--- src/rtl/carry_lookahead_adder.sv ---
// Registered two-level carry-lookahead adder: S = A + B + Cin, one cycle latency.
// Ports: clk, rst (sync, active-high), A/B operands, Cin carry-in;
//        S sum, C_out carry-out, P_out/G_out group propagate/generate (all registered).
module carry_lookahead_adder #(
    parameter int WIDTH = 4
) (
    input  logic             clk,
    input  logic             rst,
    input  logic [WIDTH-1:0] A,
    input  logic [WIDTH-1:0] B,
    input  logic             Cin,
    output logic [WIDTH-1:0] S,
    output logic             C_out,
    output logic             P_out,
    output logic             G_out
);

    // WIDTH is expected to be a multiple of 4 and at least 4.
    localparam int NG = WIDTH / 4;

    // Bit-level propagate / generate.
    logic [WIDTH-1:0] p;
    logic [WIDTH-1:0] g;

    // Carry into every bit, produced group by group.
    logic [WIDTH-1:0] c;

    // Per-group propagate / generate and carries into each group.
    logic [NG-1:0] grp_p;
    logic [NG-1:0] grp_g;
    logic [NG:0]   grp_c;

    // Next-state values for the output registers.
    logic [WIDTH-1:0] s_d;
    logic             c_out_d;
    logic             p_out_d;
    logic             g_out_d;

    logic [WIDTH-1:0] s_q;
    logic             c_out_q;
    logic             p_out_q;
    logic             g_out_q;

    assign p = A ^ B;
    assign g = A & B;

    // Second lookahead level. Returns the carry out of group 'top':
    //   G[top] | P[top]G[top-1] | ... | P[top..0]ci
    // The running product is only a compact way to write the expanded
    // sum of products; each term is an independent AND of group signals,
    // so synthesis builds a flat two-level network rather than a ripple.
    function automatic logic lookahead(
        input logic [NG-1:0] pv,
        input logic [NG-1:0] gv,
        input logic          ci,
        input int            top
    );
        logic acc;
        logic run;
        acc = 1'b0;
        run = 1'b1;
        for (int j = top; j >= 0; j--) begin
            acc = acc | (run & gv[j]);
            run = run & pv[j];
        end
        return acc | (run & ci);
    endfunction

    assign grp_c[0] = Cin;

    for (genvar k = 0; k < NG; k++) begin : g_grp
        localparam int B0 = 4 * k;

        logic [3:0] pk;
        logic [3:0] gk;
        logic       ck;

        assign pk = p[B0 +: 4];
        assign gk = g[B0 +: 4];
        assign ck = grp_c[k];

        // First lookahead level: carries inside the group, fully expanded.
        assign c[B0]     = ck;
        assign c[B0 + 1] = gk[0]
                         | (pk[0] & ck);
        assign c[B0 + 2] = gk[1]
                         | (pk[1] & gk[0])
                         | (pk[1] & pk[0] & ck);
        assign c[B0 + 3] = gk[2]
                         | (pk[2] & gk[1])
                         | (pk[2] & pk[1] & gk[0])
                         | (pk[2] & pk[1] & pk[0] & ck);

        // Group signals feeding the second level; independent of carry-in.
        assign grp_p[k] = &pk;
        assign grp_g[k] = gk[3]
                        | (pk[3] & gk[2])
                        | (pk[3] & pk[2] & gk[1])
                        | (pk[3] & pk[2] & pk[1] & gk[0]);

        // Carry into the next group comes straight from the group P/G
        // vectors and Cin, never from this group's internal carries.
        assign grp_c[k + 1] = lookahead(grp_p, grp_g, Cin, k);
    end

    always_comb begin
        s_d     = p ^ c;
        c_out_d = grp_c[NG];
        p_out_d = &grp_p;
        // Whole-word generate: the same lookahead with carry-in forced low.
        g_out_d = lookahead(grp_p, grp_g, 1'b0, NG - 1);
    end

    always_ff @(posedge clk) begin
        if (rst) begin
            s_q     <= '0;
            c_out_q <= 1'b0;
            p_out_q <= 1'b0;
            g_out_q <= 1'b0;
        end else begin
            s_q     <= s_d;
            c_out_q <= c_out_d;
            p_out_q <= p_out_d;
            g_out_q <= g_out_d;
        end
    end

    assign S     = s_q;
    assign C_out = c_out_q;
    assign P_out = p_out_q;
    assign G_out = g_out_q;

endmodule

--- config.mk ---
export PLATFORM = sky130hd
export DESIGN_NAME = carry_lookahead_adder
export DESIGN_NICKNAME = d
export VERILOG_FILES = /design/src/rtl/carry_lookahead_adder.sv
export SDC_FILE = /design/constraint.sdc
export NUM_CORES = 1
export LEC_CHECK = 0
export ABC_AREA = 1
export ABC_CLOCK_PERIOD_IN_PS = 1120
export CORE_AREA = 2 2 39 41
export DETAILED_ROUTE_END_ITERATION = 8
export DIE_AREA = 0 0 41 43
export PLACE_DENSITY = 0.7
export SYNTH_ARGS = -nofsm -noshare
export SYNTH_HDL_FRONTEND = slang
export SYNTH_SLANG_ARGS = --single-unit
--- constraint.sdc ---
create_clock -name clk -period 1.12 [get_ports clk]
set_input_delay 0.28 -clock clk [delete_from_list [all_inputs] [get_ports clk]]
set_output_delay 0.28 -clock clk [all_outputs]
set_load 0.01 [all_outputs]
==> results.json <==
{
  "status": "finished clean",
  "dieArea_um2": 1760,
  "synth_ff_type": "dfxtp_1",
  "path_clk_slew_ns": 0.05,
  "path_buf_inv": 1,
  "crit_required_ns": 0.84,
  "startpoint_type": "register",
  "gp_congestion": 0.808,
  "cts_root_buf": "clkbuf_4",
  "max_cap_violations": 0,
  "synth-edff-count": 0,
  "async_flop_share": 0,
  "critPathTopFamily": "flip-flops",
  "synth_top_area_cell": "dfxtp_1",
  "vias": 387,
  "grt_use_total": 0.105,
  "start_util": 0.270,
  "path_cells": "dlygate4sd2_1",
  "ir_worst_vdd_mv": 0.419,
  "portBuffers": 17,
  "holdPathStages": 4,
  "fp.dieW_um": 41,
  "min_period_over_period": 0.966,
  "grt_first_pass_wirelength_um": 1280,
  "cts_buffers": 3,
  "rows": 14,
  "finalInstanceArea_um2": 674,
  "dpl_cell_area_um2": 594,
  "die_h_um": 43,
  "cp.arrival_ns": 0.80,
  "min_from": "A[0]",
  "dp_cells": 85,
  "tns_ns": 0,
  "rsz0062_at_grt": "no",
  "place_ws_ns": -0.465,
  "syn-instance-count": 48,
  "drive_above_1_share": 0.329,
  "num-nets-final": 90,
  "grt_overflow": 0,
  "hold_slack_ns": 0.470,
  "ys_ff_latch": 7,
  "fmax_mhz": 924,
  "p_leak_nw": 0.328,
  "syn_nets": 64,
  "max-clock-path-buffers": 2,
  "antennaDiodeCount": 0,
  "ant_nets": 0,
  "vias_per_cell": 4.35,
  "critPathMaxStageDelay_ns": 0.29,
  "yosysTopAreaCellShare": 0.375,
  "setup_ws_ns": 0.0379,
  "drt-initial-drc-count": 4,
  "drc_errors": 0,
  "endpoint_kind": "primary output",
  "hpwl_um": 585,
  "grt_max_degree": 6,
  "grt_pass1_vias": 350,
  "wl_per_cell_um": 8.66,
  "synthTopCellsByArea": "dfxtp_1, ha_1, nand2_1, inv_1, nor2_1",
  "hold_viol_final": 0,
  "period_needed_ns": 1.08,
  "slew_headroom": 0.886,
  "yosys_warnings": 0,
  "final_cells": 89,
  "p_per_area_nw_per_um2": 1070,
  "synthToLayoutAreaGrowth_pct": 80.3,
  "cts_tree": "built",
  "synth_most_common_cell": "nand2_1",
  "crit_type": "reg2out",
  "setup_viol": 0,
  "avgSynthCellArea_um2": 7.79,
  "cts_setup_buffers": 0,
  "netlist_area_um2": 374,
  "cts_max_level": 1,
  "routed_wl_um": 771,
  "drv_slew": 0,
  "clock-sinks": 7,
  "tightest_slew_ns": 0.171,
  "cp_slowest_cell": "dfxtp_1",
  "ys_seq_area_frac": 0.375,
  "antenna_found_initial": 0,
  "min_to": "S[0]",
  "hp-class": "in2reg",
  "yosys.cell_types.count": 15,
  "path_max_fanout": 1,
  "ioPinCount": 18,
  "core_area_um2": 1380,
  "ctsHoldBuffers": 0,
  "synth_common_cells": "nand2_1, inv_1, dfxtp_1, nor2_1, ha_1",
  "drt-pass1-iter-count": 4
}
[placed cells by master (no fill, tap or decap), types with 2 or more instances in the layout]
master,Yosys,layout
dlygate4sd2_1,0,10
dfxtp_1,7,7
nor2_1,7,6
nand2_1,10,6
inv_1,8,5
nand2_2,1,5
clkdlybuf4s15_1,0,5
ha_4,0,4
buf_4,0,4
inv_2,0,3
clkbuf_4,0,3
nand4_1,2,2
[flip-flops by register name, indices dropped and copies added, names as in the netlist]
name / count
P_out: 1
G_out: 1
S: 4
C_out: 1
[power breakdown]
group | internal (W) | switching, W
sequential | 0.000274 | 0.00000414
combinational | 0.000117 | 0.000110
clock | 0.000135 | 0.0000832
[worst max-delay path by stage]
stage	startpoint	slack [ns]	to	depth (start not counted)
5_1_grt	B[0]	0.003	S[2]	7
3_3_place_gp	A[1]	-0.46	S[2]	6
3_5_place_dp	A[1]	-0.47	S[2]	6
2_1_floorplan	A[1]	0.01	S[2]	5
4_1_cts	A[0]	0.03	S[1]	5
6_report	S[2]	0.04	S[2]	1
[timing repair]
item,in CTS,in global routing
pin swaps,4,7
resized for setup,24,13
endpoints found under the hold margin,0,0
gates cloned,0,0
endpoints found under the setup margin,14,4
[layout make-up]
type	count	area, um2
sequential	7	140
fill	141	709
multi-input combinational	33	275
timing repair buffer	21	183
tap	16	20.0
clock buffer	4	26.3
inverter	8	30.0
[tightest hold or removal path, cell delays in order]
cell and delay (ns):
clkbuf_2 0.11, inv_1 0.08, fa_1 0.16, nor2_1 0.04
[cells by family (layout without fill, tap and decap cells)]
family                   count (synthesis)  count (layout)  synth area share
adder cells (fa/ha/maj)                  5               5             0.187
buffers and inverters                    8              33            0.0803
flip-flops                               7               7             0.375
AND/OR/NAND/NOR                         24              24             0.288
XOR/XNOR                                 1               1            0.0234
AO/OA/AOI/OAI                            3               3            0.0468
[per-stage QoR]
| stage | power (W) | utilization |
|---|---|---|
| floorplan | 0.000383 | - |
| global placement | 0.000492 | 0.429 |
| detailed placement | 0.000496 | 0.429 |
| CTS | 0.000716 | 0.474 |
| global route | 0.000772 | 0.487 |
| finish | 0.000724 | 0.487 |
[metal layers]
| metal | vias up | global-route usage | share of wire |
|---|---|---|---|
| met2 | 12 | 0.178 | 0.56 |
| met5 | - | 0 | 0 |
| li1 | 200 | - | - |
| met1 | 173 | 0.104 | 0.37 |
| met4 | 0 | 0.0933 | 0.023 |
| met3 | 2 | 0.00524 | 0.043 |
Note: power is estimated with default switching activity, not from simulation.
